`config.mk`:
```
export PLATFORM = sky130hd
export DESIGN_NAME = wb_interconnect_rr
export DESIGN_NICKNAME = d
export VERILOG_FILES = /design/src/rtl/wb_ic_pkg.sv /design/src/rtl/wb_rr_arbiter.sv /design/src/rtl/wb_interconnect_rr.sv
export SDC_FILE = /design/constraint.sdc
export NUM_CORES = 1
export LEC_CHECK = 0
export CAP_MARGIN = 20
export CORE_AREA = 3 3 285 287
export CTS_CLUSTER_DIAMETER = 200
export CTS_CLUSTER_SIZE = 14
export DETAILED_ROUTE_END_ITERATION = 7
export DIE_AREA = 0 0 288 290
export GPL_ROUTABILITY_DRIVEN = 1
export GPL_TIMING_DRIVEN = 0
export MAX_ROUTING_LAYER = met4
export PLACE_DENSITY = 0.38
export REMOVE_ABC_BUFFERS = 1
export SKIP_LAST_GASP = 1
export SLEW_MARGIN = 20
export SYNTH_ARGS = -nofsm -noshare
export SYNTH_HDL_FRONTEND = slang
export SYNTH_SLANG_ARGS = --single-unit
```
`constraint.sdc`:
```
create_clock -name clk -period 21.9 [get_ports clk]
set_input_delay 4.38 -clock clk [delete_from_list [all_inputs] [get_ports clk]]
set_output_delay 4.38 -clock clk [all_outputs]
set_load 0.01 [all_outputs]
```
`src/rtl/wb_ic_pkg.sv`:
```
// Shared types and helpers for the round-robin Wishbone interconnect.
//   ic_state_e : ownership FSM states (idle, owned, draining late responses)
//   dec_t      : address decode result (hit flag plus slave index)
//   decode()   : maps an address onto a flattened base/size table
package wb_ic_pkg;

  localparam int unsigned MAX_SLAVES = 16;
  localparam int unsigned OUTST_W    = $clog2(16);
  localparam int unsigned ALLW       = MAX_SLAVES * 32;

  typedef enum logic [1:0] {
    StIdle,
    StOwn,
    StDrain
  } ic_state_e;

  typedef struct packed {
    logic       hit;
    logic [3:0] idx;
  } dec_t;

  // Slave i occupies [base, base+size). Scanning downwards lets the lowest
  // matching index overwrite any higher match.
  function automatic dec_t decode(input logic [31:0]     adr,
                                  input logic [ALLW-1:0] bases,
                                  input logic [ALLW-1:0] sizes,
                                  input int unsigned     n);
    dec_t        res;
    logic [31:0] b;
    logic [31:0] s;
    res = '0;
    for (int i = MAX_SLAVES - 1; i >= 0; i--) begin
      b = bases[i*32 +: 32];
      s = sizes[i*32 +: 32];
      if (i < int'(n) && adr >= b && (adr - b) < s) begin
        res.hit = 1'b1;
        res.idx = 4'(i);
      end
    end
    return res;
  endfunction

endpackage

```
`src/rtl/wb_rr_arbiter.sv`:
```
// Round-robin arbiter with a registered grant.
//   i_req     : per-master request (cyc)
//   i_release : owner is done; the bus goes idle next cycle
//   o_grant   : index of the current (or most recent) owner
//   o_valid   : a grant is held
// While no grant is held, the first requester after the previous winner is
// captured. A release always costs one idle cycle before the next capture.
module wb_rr_arbiter #(
  parameter int unsigned numm = 2,
  localparam int unsigned GW  = (numm > 1) ? $clog2(numm) : 1
) (
  input  logic            clk,
  input  logic            rst,
  input  logic [numm-1:0] i_req,
  input  logic            i_release,
  output logic [GW-1:0]   o_grant,
  output logic            o_valid
);

  logic [GW-1:0] r_grant;
  logic [GW-1:0] r_last;
  logic          r_valid;
  logic [GW-1:0] w_pick;
  logic          w_found;
  logic [31:0]   w_idx;

  always_comb begin
    w_pick  = r_last;
    w_found = 1'b0;
    w_idx   = '0;
    for (int k = 1; k <= numm; k++) begin
      w_idx = (32'(r_last) + 32'(k)) % numm;
      for (int m = 0; m < numm; m++) begin
        if (!w_found && i_req[m] && 32'(m) == w_idx) begin
          w_found = 1'b1;
          w_pick  = GW'(m);
        end
      end
    end
  end

  always_ff @(posedge clk or posedge rst) begin
    if (rst) begin
      r_valid <= 1'b0;
      r_grant <= '0;
      r_last  <= GW'(numm - 1);
    end else if (!r_valid) begin
      if (w_found) begin
        r_valid <= 1'b1;
        r_grant <= w_pick;
        r_last  <= w_pick;
      end
    end else if (i_release) begin
      r_valid <= 1'b0;
    end
  end

  assign o_grant = r_grant;
  assign o_valid = r_valid;

endmodule

```
`src/rtl/wb_interconnect_rr.sv`:
```
// Shared-bus Wishbone interconnect: numm pipelined masters onto nums
// address-mapped slaves with round-robin ownership, unmapped-address error,
// outstanding-beat limit and response watchdog.
//   i_wbm_* / o_wbm_* : master ports, flattened (32-bit fields at m*32, sel at m*4)
//   o_wbs_* / i_wbs_* : slave ports, flattened the same way per slave
//   o_grant           : current owner index, valid while o_busy
//   o_busy            : a master owns the bus
//   o_bus_err         : one-cycle pulse on unmapped access or timeout
module wb_interconnect_rr
  import wb_ic_pkg::*;
#(
  parameter int unsigned        numm      = 2,
  parameter int unsigned        nums      = 5,
  parameter logic [nums*32-1:0] base_addr = {32'h1002_0000, 32'h1001_0000, 32'h1000_1000,
                                             32'h1000_0000, 32'h0000_0000},
  parameter logic [nums*32-1:0] size      = {32'h0000_1000, 32'h0000_1000, 32'h0000_1000,
                                             32'h0000_1000, 32'h0010_0000},
  parameter int unsigned        MAX_OUTST = 4,
  parameter int unsigned        TIMEOUT   = 1024,
  localparam int unsigned       GW        = (numm > 1) ? $clog2(numm) : 1
) (
  input  logic              clk,
  input  logic              rst,
  // master ports
  input  logic [numm-1:0]    i_wbm_cyc,
  input  logic [numm-1:0]    i_wbm_stb,
  input  logic [numm-1:0]    i_wbm_we,
  input  logic [numm*4-1:0]  i_wbm_sel,
  input  logic [numm*32-1:0] i_wbm_adr,
  input  logic [numm*32-1:0] i_wbm_dat,
  output logic [numm*32-1:0] o_wbm_dat,
  output logic [numm-1:0]    o_wbm_ack,
  output logic [numm-1:0]    o_wbm_err,
  output logic [numm-1:0]    o_wbm_stall,
  // slave ports
  output logic [nums-1:0]    o_wbs_cyc,
  output logic [nums-1:0]    o_wbs_stb,
  output logic [nums-1:0]    o_wbs_we,
  output logic [nums*4-1:0]  o_wbs_sel,
  output logic [nums*32-1:0] o_wbs_adr,
  output logic [nums*32-1:0] o_wbs_dat,
  input  logic [nums*32-1:0] i_wbs_dat,
  input  logic [nums-1:0]    i_wbs_ack,
  input  logic [nums-1:0]    i_wbs_err,
  input  logic [nums-1:0]    i_wbs_stall,
  // status
  output logic [GW-1:0]      o_grant,
  output logic               o_busy,
  output logic               o_bus_err
);

  localparam logic [ALLW-1:0] BASES = ALLW'(base_addr);
  localparam logic [ALLW-1:0] SIZES = ALLW'(size);

  ic_state_e          r_state;
  ic_state_e          w_state_d;
  logic [OUTST_W-1:0] r_outst;
  logic [OUTST_W-1:0] w_outst_d;
  logic [3:0]         r_tgt;        // slave of the outstanding beats
  logic               r_unm_pend;   // unmapped beat accepted last cycle
  logic [31:0]        r_wdog;
  logic [31:0]        w_wdog_d;

  logic [GW-1:0] w_grant;
  logic          w_arb_valid;
  logic          w_release;

  logic        w_own_cyc, w_own_stb, w_own_we;
  logic [3:0]  w_own_sel;
  logic [31:0] w_own_adr, w_own_dat;
  dec_t        w_dec;

  logic        w_tgt_ack, w_tgt_err, w_dec_stall;
  logic [31:0] w_tgt_dat;
  logic        w_own, w_pend, w_full;
  logic        w_sack, w_serr, w_rsp, w_timeout;
  logic        w_block, w_own_stall, w_acc, w_slv_stb;

  wb_rr_arbiter #(
    .numm (numm)
  ) u_arb (
    .clk       (clk),
    .rst       (rst),
    .i_req     (i_wbm_cyc),
    .i_release (w_release),
    .o_grant   (w_grant),
    .o_valid   (w_arb_valid)
  );

  // Owner's request signals.
  always_comb begin
    w_own_cyc = 1'b0;
    w_own_stb = 1'b0;
    w_own_we  = 1'b0;
    w_own_sel = '0;
    w_own_adr = '0;
    w_own_dat = '0;
    for (int m = 0; m < numm; m++) begin
      if (GW'(m) == w_grant) begin
        w_own_cyc = i_wbm_cyc[m];
        w_own_stb = i_wbm_stb[m];
        w_own_we  = i_wbm_we[m];
        w_own_sel = i_wbm_sel[m*4 +: 4];
        w_own_adr = i_wbm_adr[m*32 +: 32];
        w_own_dat = i_wbm_dat[m*32 +: 32];
      end
    end
  end

  assign w_dec = decode(w_own_adr, BASES, SIZES, nums);

  // Response from the slave holding outstanding beats; stall from the decoded one.
  always_comb begin
    w_tgt_ack   = 1'b0;
    w_tgt_err   = 1'b0;
    w_tgt_dat   = '0;
    w_dec_stall = 1'b1;
    for (int s = 0; s < nums; s++) begin
      if (4'(s) == r_tgt) begin
        w_tgt_ack = i_wbs_ack[s];
        w_tgt_err = i_wbs_err[s];
        w_tgt_dat = i_wbs_dat[s*32 +: 32];
      end
      if (4'(s) == w_dec.idx) begin
        w_dec_stall = i_wbs_stall[s];
      end
    end
  end

  always_comb begin
    w_own  = (r_state == StOwn);
    w_pend = (r_outst != '0);
    w_full = (r_outst == OUTST_W'(MAX_OUTST));
    // Responses only count when a beat is expected, so late ones are dropped.
    w_sack = w_pend && !r_unm_pend && w_tgt_ack;
    w_serr = w_pend && !r_unm_pend && w_tgt_err;
    w_rsp  = w_sack || w_serr || r_unm_pend;
    w_timeout = (TIMEOUT != 0) && w_pend && !w_rsp && (r_wdog == 32'(TIMEOUT - 1));
    // Beats may not cross slaves while any are outstanding; unmapped beats
    // are only taken on an empty pipe.
    w_block = w_full || r_unm_pend || w_timeout ||
              (w_pend && (!w_dec.hit || w_dec.idx != r_tgt));
    w_own_stall = w_block || (w_dec.hit && w_dec_stall);
    w_acc       = w_own && w_own_cyc && w_own_stb && !w_own_stall;
    w_slv_stb   = w_own && w_own_cyc && w_own_stb && w_dec.hit && !w_block;
  end

  always_comb begin
    w_outst_d = r_outst;
    if (w_timeout) begin
      w_outst_d = '0;
    end else begin
      unique case ({w_acc, w_rsp})
        2'b10:   w_outst_d = r_outst + 1'b1;
        2'b01:   w_outst_d = r_outst - 1'b1;
        default: w_outst_d = r_outst;
      endcase
    end
    w_wdog_d = (!w_pend || w_rsp || w_timeout) ? '0 : r_wdog + 32'd1;
  end

  always_comb begin
    w_state_d = r_state;
    unique case (r_state)
      StIdle:  if (|i_wbm_cyc) w_state_d = StOwn;
      StOwn:   if (!w_own_cyc) w_state_d = (w_outst_d == '0) ? StIdle : StDrain;
      StDrain: if (w_outst_d == '0 || w_timeout) w_state_d = StIdle;
      default: w_state_d = StIdle;
    endcase
    w_release = (r_state != StIdle) && (w_state_d == StIdle);
  end

  always_ff @(posedge clk or posedge rst) begin
    if (rst) begin
      r_state    <= StIdle;
      r_outst    <= '0;
      r_tgt      <= '0;
      r_unm_pend <= 1'b0;
      r_wdog     <= '0;
    end else begin
      r_state    <= w_state_d;
      r_outst    <= w_outst_d;
      r_unm_pend <= w_acc && !w_dec.hit;
      r_wdog     <= w_wdog_d;
      if (w_acc && w_dec.hit) r_tgt <= w_dec.idx;
    end
  end

  // Slave side: request fields only to the decoded slave; cyc follows the
  // outstanding slave when beats are in flight, and drops for the timeout cycle.
  always_comb begin
    o_wbs_cyc = '0;
    o_wbs_stb = '0;
    o_wbs_we  = '0;
    o_wbs_sel = '0;
    o_wbs_adr = '0;
    o_wbs_dat = '0;
    for (int s = 0; s < nums; s++) begin
      if (!w_timeout && r_state != StIdle) begin
        if (w_pend) begin
          o_wbs_cyc[s] = (r_tgt == 4'(s)) && !r_unm_pend;
        end else begin
          o_wbs_cyc[s] = w_own && w_own_cyc && w_dec.hit && (w_dec.idx == 4'(s));
        end
      end
      if (w_own && w_dec.hit && w_dec.idx == 4'(s)) begin
        o_wbs_stb[s]          = w_slv_stb;
        o_wbs_we[s]           = w_own_we;
        o_wbs_sel[s*4 +: 4]   = w_own_sel;
        o_wbs_adr[s*32 +: 32] = w_own_adr;
        o_wbs_dat[s*32 +: 32] = w_own_dat;
      end
    end
  end

  // Master side: only the owner in OWN sees responses; everyone else is stalled.
  always_comb begin
    o_wbm_dat   = '0;
    o_wbm_ack   = '0;
    o_wbm_err   = '0;
    o_wbm_stall = '1;
    for (int m = 0; m < numm; m++) begin
      if (w_own && GW'(m) == w_grant) begin
        o_wbm_stall[m]        = w_own_stall;
        o_wbm_ack[m]          = w_sack;
        o_wbm_err[m]          = w_serr || r_unm_pend || w_timeout;
        o_wbm_dat[m*32 +: 32] = w_tgt_dat;
      end
    end
  end

  assign o_grant   = w_grant;
  assign o_busy    = w_arb_valid;
  assign o_bus_err = r_unm_pend || w_timeout;

endmodule

```
After elaboration in Yosys (flattened, before gate mapping)
Index checks and enable logic that the tools add are counted.
{"block": "classes", "add_sub_neg": 9, "bitwise": 2, "mux": 93, "n_reduce_logical": 81, "order_cmp": 10, "eq_ne": 23}
{"cell": "two-way mux 32 bit", "count": 20}
{"cell": "greater-or-equal comparator 32 x 29 -> 1 bit, second input constant", "count": 4}
{"cell": "< comparator 32 x 13 -> 1 bit, second input constant", "count": 4}
{"cell": "subtractor 32 x 29 -> 32 bit, second input constant", "count": 4}
{"cell": "zero test 32 bit", "count": 2}
{"cell": "two-way mux 1 bit", "count": 55}
{"cell": "logical AND 1 bit", "count": 47}
{"cell": "adder 32 x 1 -> 32 bit, second input constant", "count": 1}
{"cell": "equality test 32 x 10 -> 1 bit, second input constant", "count": 1}
{"cell": "greater-or-equal comparator 32 x 1 -> 1 bit, second input constant", "count": 1}
{"cell": "< comparator 32 x 21 -> 1 bit, second input constant", "count": 1}
{"cell": "two-way mux 4 bit", "count": 7}
{"cell": "two-way mux 5 bit", "count": 5}
{"cell": "equality test 2 x 4 -> 1 bit, first input constant", "count": 4}
{"cell": "equality test 4 x 2 -> 1 bit, second input constant", "count": 4}
{"cell": "logical OR 1 bit", "count": 13}
{"cell": "equality test 4 x 3 -> 1 bit, second input constant", "count": 3}
{"cell": "zero test 4 bit", "count": 3}
{"cell": "zero test 1 bit", "count": 10}
{"cell": "equality test 1 x 4 -> 1 bit, first input constant", "count": 2}
{"cell": "equality test 3 x 4 -> 1 bit, first input constant", "count": 2}
{"cell": "equality test 4 x 1 -> 1 bit, second input constant", "count": 2}
{"cell": "two-way mux 2 bit", "count": 4}
{"cell": "one-hot mux 4 bit (2 select lines)", "count": 1}
{"cell": "13 further kinds", "count": 18}
{"block": "totals", "ff_bits": 46}

Longest topological paths before layout
Gate-level depths: netlist (run 1).
{"block": "depth", "ltp_word": 30, "depth_mapped": 31}

Cells and area by module
From an unflattened synthesis (run 1), not the netlist that was laid out.
{"block": "hier_totals", "hier_cells": 1146, "area_unflattened_um2": 7618.6}
{"module": "wb_interconnect_rr", "cells_each": 1134, "n_inst": 1, "area_each_um2": 7489.7}
{"module": "wb_rr_arbiter", "cells_each": 12, "n_inst": 1, "area_each_um2": 128.9}

Worst setup path after synthesis (run 1)
OpenSTA, ideal clock, no wires.
{"block": "synth_path", "kind": "input port to output port", "from": "input port i_wbm_adr[54]", "to": "output port o_wbs_dat[95]", "cell_stages": 10, "setup_slack_ps": 10051, "path_buffers": 2, "arrival_ps": 7469, "cell_sequence": "or4b_1 o22a_1 or3b_1 a21o_1 or4b_1 or4_4 or2_1 clkbuf_1 clkbuf_1 nor2_1"}
{"block": "synth_between", "elab_chain_len": 12, "word_cells_on_any_way": 29, "cone_classes": "add/sub (4); order compare (10); eq/ne (1); mux (7); reduce/logical (7)"}
{"item": "start, declared", "line_no": "wb_interconnect_rr.sv:29", "text": "input logic [numm*32-1:0] i_wbm_adr,"}
{"item": "two-way mux 32 bit (*)", "line_no": "wb_interconnect_rr.sv:99", "text": "if (GW'(m) == w_grant) begin"}
{"item": "subtractor 32 x 29 -> 32 bit", "line_no": "wb_ic_pkg.sv:35", "text": "if (i < int'(n) && adr >= b && (adr - b) < s) begin"}
{"item": "< comparator 32 x 13 -> 1 bit", "line_no": "wb_ic_pkg.sv:35"}
{"item": "logical AND 1 bit", "line_no": "wb_ic_pkg.sv:35"}
{"item": "two-way mux 5 bit (4 in a row)", "line_no": "wb_ic_pkg.sv:35"}
{"item": "two-way mux 5 bit (*)", "line_no": "wb_ic_pkg.sv:35"}
{"item": "equality test 4 x 2 -> 1 bit / logical AND 1 bit (equally long branches)", "line_no": "wb_interconnect_rr.sv:206", "text": "if (w_own && w_dec.hit && w_dec.idx == 4'(s)) begin"}
{"item": "logical AND 1 bit (*)", "line_no": "wb_interconnect_rr.sv:206"}
{"item": "two-way mux 32 bit (*)", "line_no": "wb_interconnect_rr.sv:206"}
{"item": "end, declared", "line_no": "wb_interconnect_rr.sv:41", "text": "output logic [nums*32-1:0] o_wbs_dat,"}
Mark *: on every way between the ends. The rest lies on a longest branch, timed or not.

Worst setup path in the final report (run 1)
{"block": "layout_path", "from": "input port i_wbm_adr[50]", "to": "output port o_wbs_dat[89]"}
Same word-level chain as after synthesis.

==> results by group, run 1 <==
STA
  • Worst-case clock skew: 4.43 ps
  • Number of setup violations in the final report: 0
  • Hold Fails Final Rpt: 0
  • Post-layout min period: 13,660 ps
  • Number of slew-limit violations in the final report: 0
  • Final critical-path setup slack: between 8000 and 9000 ps
  • Transition time of the tightest slew-check pin: just under 900 ps
  • Unrepaired setup endpoints after global routing: no
  • Achievable clock frequency: 73.2 MHz
  • Setup tns final: 0 ps
  • Rel. slew slack: around two fifths
  • Period Utilization, post-route: roughly 62%

Clock network
  • TritonCTS clock tree: done
  • Clock Path Buffers: 2
  • Number of buffers created by CTS: 5
  • Hold bufs inserted after CTS: 0
  • H-tree levels: 2
  • Clk sink count: 45
  • Clock insertion delay at the later pin of the skew report: between 200 and 300 ps
  • Setup repair bufs after CTS: 0
  • Clock-pin slew reported for the worst setup and hold paths after clock tree synthesis: ~60 ps
  • Root cell of the clock tree: sky130_fd_sc_hd__clkbuf_16
  • Count of instances resized after the clock tree is built: 0

Power and ir drop
  • Power spent charging and discharging nets: between 0.0003 and 0.0004 W
  • Net Sw Frac: 47.0%
  • Power share of the clock group: 10.9%
  • Combinational cell fraction of total power: a little under three quarters
  • Pwr per Cell Area: 42.6 mW/mm²
  • Cell internal power dissipation: 0.000348 W
  • Leakage: roughly 5.7 nW
  • Max VDD drop: 0.0000419 V
  • Share of total power in sequential cells: 17.5%
  • Power after layout: between 0.0006 and 0.0007 W

Synthesis
  • Post-synthesis instance area: 0.00753 mm²
  • Part of the Yosys area used for sequential elements: 15.0%
  • Adder-Cell Fraction of Synth Area: 1.26%
  • Multiplexer fraction of the synthesized cell area: 17.3%
  • EDFF count, synth: 0
  • Yosys Warn Count: 0
  • Post-synthesis register bit count: 45
  • Post-synthesis instance total: between 1,000 and 1,500
  • Commonest register cell after synthesis: sky130_fd_sc_hd__dfrtp_1
  • Average cell area after synthesis: 6.65 µm²
  • Largest family of logic cells by synthesized area: simple AND/OR/NAND/NOR gates
  • Share of flip-flops with an asynchronous set or reset after synthesis: 100%
  • XOR/XNOR Fraction of Synth Area: 4.77%
  • Area fraction in compound gates after synthesis: between 10% and 20%
  • Area fraction in and, or, nand and nor cells after synthesis: 34.5%
  • Number of distinct library cells after synthesis: 74

Setup path
  • Worst path arrival time: slightly above 9000 ps
  • Maximum single-stage delay on the critical path: between 600 and 700 ps
  • Crit start category: input port
  • Largest fanout of any net on the critical path: 48
  • Critical path class: input port to primary output
  • CP most frequent cell: sky130_fd_sc_hd__clkdlybuf4s50_1
  • Sort of element at the end of the critical path: primary output
  • CP cell instances: clkdlybuf4s50_1 > mux2i_1 > ha_1 > inv_1 > o32a_1 > a211oi_1 > o311ai_0 > or4b_1 > or4_4 > or2_4 > buf_16 > nor2_1 > clkdlybuf4s50_1
  • Data required time of the worst path: 17,520 ps
  • Critical-path top delay cell: sky130_fd_sc_hd__clkdlybuf4s50_1

Place
  • HPWL after DPL: 45,000 µm
  • Port Buffers: 665
  • Final Wtd Congestion: 0.841
  • Placed cell area: 0.0153 mm²
  • Pre-CTS WS: slightly above 8000 ps

Route
  • Detailed Route Iter0 Violations: 274
  • Detailed-routing wirelength on met1: 21,500 µm
  • First-pass DRT Iterations: 4
  • Drt wl/cell: 19.3 µm
  • Wire length on met2: 27,900 µm
  • Vias per std cell: 3.69
  • DRC violations left: 0
  • Remaining antenna violation count after routing: 0
  • Met3 routed wirelength: 3660 µm
  • Vias: 10,300
  • Top routing layer in use: met4
  • Total length of routed wires: 53,900 µm

Die
  • I/O pin count: 747
  • Initial standard-cell utilization of the core: 9.54%
  • Placement row count: 103
  • Area of the die: 0.0835 mm²
  • Core box area: 0.0789 mm²
  • Die width: 288 µm
  • Die height: 290 µm

Run status
  • Status: complete, no violations

Finish
  • Highest-count cells in the layout ignoring fill and taps: 665 x sky130_fd_sc_hd__clkdlybuf4s50_1, 416 x sky130_fd_sc_hd__nor2_1, 85 x sky130_fd_sc_hd__mux2i_1
  • Area growth from synthesis to layout: 105%
  • Fraction of layout cells with a size suffix above 1: about 4.5%
  • Finished Cell Area: 0.0154 mm²
  • Most frequent standard cell in the layout excluding fill and tap cells: sky130_fd_sc_hd__clkdlybuf4s50_1
  • Final #Nets: a little over 2,000
  • Count of filler cells inserted in the layout: 8,822

Global routing
  • Number of global-route vias before repair: 10,800
  • First-pass GRT wire length: 75,100 µm
  • Maximum number of pins on one net before global-route repair: 63
  • Gr ovfl total: 0
  • Gr usage total: between 10 and 15%
  • Antenna violations before repair: 5

Worst hold path
  • Class of the tightest hold or removal check: flop to flop

Job
  • Max cap viols: 0
[power by group through the flow]
stage	logic, W	registers, W	clock network [W]
floorplan	0.000232	0.000132	0
global placement	0.000451	0.000148	0
finish	0.000470	0.000115	0.0000717
CTS	0.000477	0.000115	0.0000745
global route	0.000513	0.000117	0.0000782
detailed placement	0.000475	0.000116	0
[worst max-delay path: cells and delay by family]
kind	cells	cell delay, ps
multiplexers	1	410
adder cells (fa/ha/maj)	1	360
AND/OR/NAND/NOR	4	1840
AO/OA/AOI/OAI	3	700
buffers and inverters	4	1500
[layout make-up]
cell class              count  area, µm²  share of cell area (%)
diodes                      4       10.0                  0.0649
clock buffers               8        136                   0.884
inverters                  17       65.1                   0.422
multi-input cells         992       5770                    37.4
flip-flops and latches     45       1140                    7.36
well taps                1050       1310                    8.52
repair buffers            681       6990                    45.3
[final timing paths]
check                                           from                       to  slack [ps]  cells after the start
max                                    i_wbm_adr[50]            o_wbs_dat[89]        8240                     13
min                              r_wdog[0]$_DFF_PP0_      r_wdog[0]$_DFF_PP0_         480                      1
min reg2reg                      r_wdog[0]$_DFF_PP0_      r_wdog[0]$_DFF_PP0_         480                      1
max in group asynchronous                        rst     r_tgt[0]$_DFFE_PP0P_       16960                      3
max reg2reg                u_arb.o_grant$_DFFE_PP0P_  u_arb.o_valid$_DFF_PP0_       15180                     24
min in group asynchronous                        rst     r_wdog[19]$_DFF_PP0_        4420                      2
[metrics by stage]
stage | cells | util (%) | hold slack (ps)
final | 2797 | 19.6 | 479
after global routing | 2797 | 19.6 | 532
after CTS | 2793 | 19.5 | 478
after detailed placement | 2785 | 19.4 | 470
after global placement | 2769 | 18.9 | 473
after floorplan | 1054 | - | 447
[cell usage after synthesis (all sizes together) (3+ instances only)]
master / count / area, µm²
a22oi: 36 / 270
o21bai: 5 / 37.5
or4b: 3 / 30.0
nor3b: 9 / 67.6
xor2: 31 / 272
nor2b: 7 / 43.8
or2: 6 / 37.5
a32oi: 3 / 26.3
a211oi: 4 / 42.5
o31ai: 5 / 37.5
nor3: 23 / 115
o211ai: 6 / 50.1
xnor2: 10 / 87.6
o21ai: 32 / 160
nor4b: 4 / 35.0
nand3: 21 / 105
mux4: 15 / 338
mux2i: 86 / 861
clkbuf: 63 / 236
nor2: 418 / 1570
inv: 16 / 60.1
nand2: 47 / 176
buf: 95 / 683
or3: 8 / 50.1
nand2b: 8 / 50.1
and3: 8 / 50.1
o22ai: 8 / 50.1
nor4: 12 / 96.3
o21a: 3 / 22.5
and2: 5 / 33.8
dfrtp: 44 / 1100
nand4: 7 / 43.8
ha: 6 / 75.1
a21oi: 32 / 164
mux2: 9 / 105
[cells by family (layout without fill, tap and decap cells)]
logic type | Yosys count | count (layout)
AND/OR/NAND/NOR | 596 | 596
buffers and inverters | 175 | 706
AO/OA/AOI/OAI | 157 | 157
multiplexers | 110 | 110
flip-flops | 45 | 45
XOR/XNOR | 41 | 41
adder cells (fa/ha/maj) | 7 | 7
other | 1 | 85
[layer usage]
metal | up-vias | track usage (%)
li1 | 4913 | -
met1 | 4861 | 14.0
met2 | 506 | 22.8
met3 | 31 | 2.33
met4 | 0 | 1.98
met5 | - | -
[registers in the layout, indices dropped and copies added (netlist names)]
signal	flops
r_wdog	32
r_outst	4
r_state	2
r_tgt	3
u_arb.o_valid	1
r_unm_pend	1
u_arb.o_grant	1
u_arb.r_last	1
No activity file was read; power rests on OpenSTA's default activity.
==> inputs of run 2 (changes only) <==
CORE_AREA = 3 3 286 288   (was 3 3 285 287)
DIE_AREA = 0 0 289 291   (was 0 0 288 290)
clock period = 13 ns   (was 21.9 ns; I/O delays follow)
==> run 2 against run 1 <==
Clock power grew 69%. Cell count about the same. Total power up 70%. Critical path type unchanged. Highest routed layer unchanged. Sequential share of layout area about the same. Clock-buffer cell count unchanged. Sequential power is 64% higher. Register-to-register slack worse by 8900 ps. Largest cell class unchanged. Global-route usage decreased by 0.46 points. Via count fell by 0.33%.
==> results by group, run 2 (synthesized netlist as in run 1, its figures left out) <==
Run status
  • Status: complete, no violations

STA
  • Post-layout min period: 10,290 ps
  • Number of setup violations in the final report: 0 (unchanged)
  • Rel. slew slack: 27.1% (-14 points)
  • Setup tns final: 0 ps (unchanged)
  • Period Utilization, post-route: about four fifths
  • Number of slew-limit violations in the final report: 0 (unchanged)
  • Transition time of the tightest slew-check pin: 1060 ps (+184 ps)
  • Unrepaired setup endpoints after global routing: no
  • Worst-case clock skew: 3.98 ps (-0.454 ps)
  • Achievable clock frequency: 97.2 MHz
  • Hold Fails Final Rpt: 0 (unchanged)
  • Final critical-path setup slack: 2710 ps (-5530 ps)

Setup path
  • Worst path arrival time: 7690 ps (-1590 ps)
  • Sort of element at the end of the critical path: primary output
  • Critical-path top delay cell: sky130_fd_sc_hd__or4_4
  • Maximum single-stage delay on the critical path: 610 ps (-80 ps)
  • Data required time of the worst path: 10,400 ps (-7120 ps)
  • CP most frequent cell: sky130_fd_sc_hd__clkdlybuf4s50_1
  • Largest fanout of any net on the critical path: 8 (-83%)
  • CP cell instances: clkdlybuf4s50_1 > nor4b_1 > o21ai_0 > a311oi_1 > o311ai_0 > or4b_1 > or4_4 > a21oi_2 > o211ai_2 > nor3_1 > nand3_1 > clkdlybuf4s50_1
  • Crit start category: input port
  • Critical path class: input port to primary output

Route
  • Detailed Route Iter0 Violations: 414 (+51%)
  • Drt wl/cell: 18.8 µm (-2.4%)
  • Remaining antenna violation count after routing: 0 (unchanged)
  • Total length of routed wires: 52,700 µm (-2.3%)
  • First-pass DRT Iterations: 5 (+1)
  • Vias per std cell: 3.67 (-0.37%)
  • DRC violations left: 0 (unchanged)
  • Vias: 10,300 (-0.33%)

Finish
  • Most frequent standard cell in the layout excluding fill and tap cells: sky130_fd_sc_hd__clkdlybuf4s50_1
  • Final #Nets: 2,069 (+0.048%)
  • Fraction of layout cells with a size suffix above 1: 4.53% (+0.055 points)
  • Register name with the most flops: r_wdog
  • Multi-input gate area in the final layout: 0.00577 mm² (about the same)
  • Highest-count cells in the layout ignoring fill and taps: 665 x sky130_fd_sc_hd__clkdlybuf4s50_1, 416 x sky130_fd_sc_hd__nor2_1, 84 x sky130_fd_sc_hd__mux2i_1
  • Count of filler cells inserted in the layout: 8,870 (+0.54%)
  • Area of all sequential standard cells: 0.00114 mm² (unchanged)
  • Area growth from synthesis to layout: 105%
  • Post-route insts no fill: 2,798 (+0.036%)
  • Max reg flops: 32 (unchanged)
  • Biggest registers after layout: r_wdog (32), r_outst (4), r_tgt (3)

Global routing
  • Gr usage total: 11.9% (-0.46 points)
  • Number of global-route vias before repair: 10,600 (-2.0%)
  • Gr ovfl total: 0 (unchanged)
  • First-pass GRT wire length: 72,800 µm (-3.0%)
  • Maximum number of pins on one net before global-route repair: 64 (+1.6%)
  • Antenna violations before repair: 6 (+1)

Clock network
  • Clock Path Buffers: 2 (unchanged)
  • Count of instances resized after the clock tree is built: 0 (unchanged)
  • Clock-pin slew reported for the worst setup and hold paths after clock tree synthesis: 60 ps (about the same)
  • Clk sink count: 45 (unchanged)
  • H-tree levels: 2 (unchanged)
  • Clock insertion delay at the later pin of the skew report: 280 ps (about the same)
  • TritonCTS clock tree: done
  • Setup repair bufs after CTS: 0 (unchanged)
  • Number of buffers created by CTS: 5 (unchanged)
  • Root cell of the clock tree: sky130_fd_sc_hd__clkbuf_16
  • Hold bufs inserted after CTS: 0 (unchanged)

Die
  • Initial standard-cell utilization of the core: 9.51% (-0.031 points)
  • I/O pin count: 747 (unchanged)
  • Placement row count: 103 (unchanged)
  • Area of the die: 0.0841 mm² (+0.69%)
  • Die height: 291 µm (+0.34%)
  • Die width: 289 µm (+0.35%)
  • Core box area: 0.0791 mm² (+0.33%)

Place
  • HPWL after DPL: 43,900 µm (-2.3%)
  • DP Cell Count: 2,786 (+0.036%)
  • Pre-CTS WS: 2480 ps (-5600 ps)
  • Final Wtd Congestion: 0.840 (-0.11%)
  • Port Buffers: 665 (unchanged)

Power and ir drop
  • Pwr per Cell Area: 72.4 mW/mm² (+70%)
  • Power after layout: 0.00112 W (+70%)
  • Leakage: 5.75 nW (+0.20%)
  • Max VDD drop: 0.0000669 V (+60%)

Worst hold path
  • Class of the tightest hold or removal check: flop to flop

Job
  • Max cap viols: 0 (unchanged)
[run 2: cell count changes in the layout (fill, tap and decap cells not counted), sizes merged]
cell / before / now
buf: 16 / 17
[run 2: worst paths after layout]
path	start	end	slack, ps	cells after the start
worst min-delay path	r_wdog[0]$_DFF_PP0_	r_wdog[0]$_DFF_PP0_	490	1
worst max-delay path	i_wbm_adr[47]	o_wbm_stall[1]	2710	12
worst max register to register	u_arb.o_grant$_DFFE_PP0P_	u_arb.o_valid$_DFF_PP0_	6330	22
min in group asynchronous	rst	r_wdog[2]$_DFF_PP0_	2610	2
max in group asynchronous	rst	u_arb.r_last$_DFFE_PP1P_	9840	3
worst min register to register	r_wdog[0]$_DFF_PP0_	r_wdog[0]$_DFF_PP0_	490	1
[run 2: routing by layer]
metal  GRT usage (%)  share of wire [%]  up-vias
li1                -                  -     4923
met1            13.5                 40     4819
met2            21.8                 51      506
met3            2.25                7.0       29
met4            1.97                1.3        0
met5               -                  0        -
[run 2: final cells by class]
cell class | instances | area share (%)
Inverter | 17 | 0.421
Tap cell | 1050 | 8.50
Clock buffer | 8 | 0.882
Multi-Input combinational cell | 992 | 37.4
Timing Repair Buffer | 682 | 45.4
Sequential cell | 45 | 7.35
Antenna cell | 4 | 0.0648
[run 2: power by group]
part	internal (W)	total, W	switching [W]
Combinational	0.000365	0.000809	0.000444
Clock	0.0000715	0.000121	0.0000498
Sequential	0.000158	0.000189	0.0000308
[run 2: stage by stage]
stage | hold slack [ps] | area, µm² | utilization, %
2_1_floorplan | 447 | 6910 | -
3_3_place_gp | 481 | 14900 | 18.8
3_5_place_dp | 476 | 15300 | 19.3
4_1_cts | 484 | 15400 | 19.5
5_1_grt | 508 | 15500 | 19.5
6_report | 485 | 15500 | 19.5
[run 2: critical path: cells and delay by family]
family | cells | cell delay (ps)
simple gates | 5 | 2620
compound gates | 5 | 1440
buf+inv | 2 | 1030
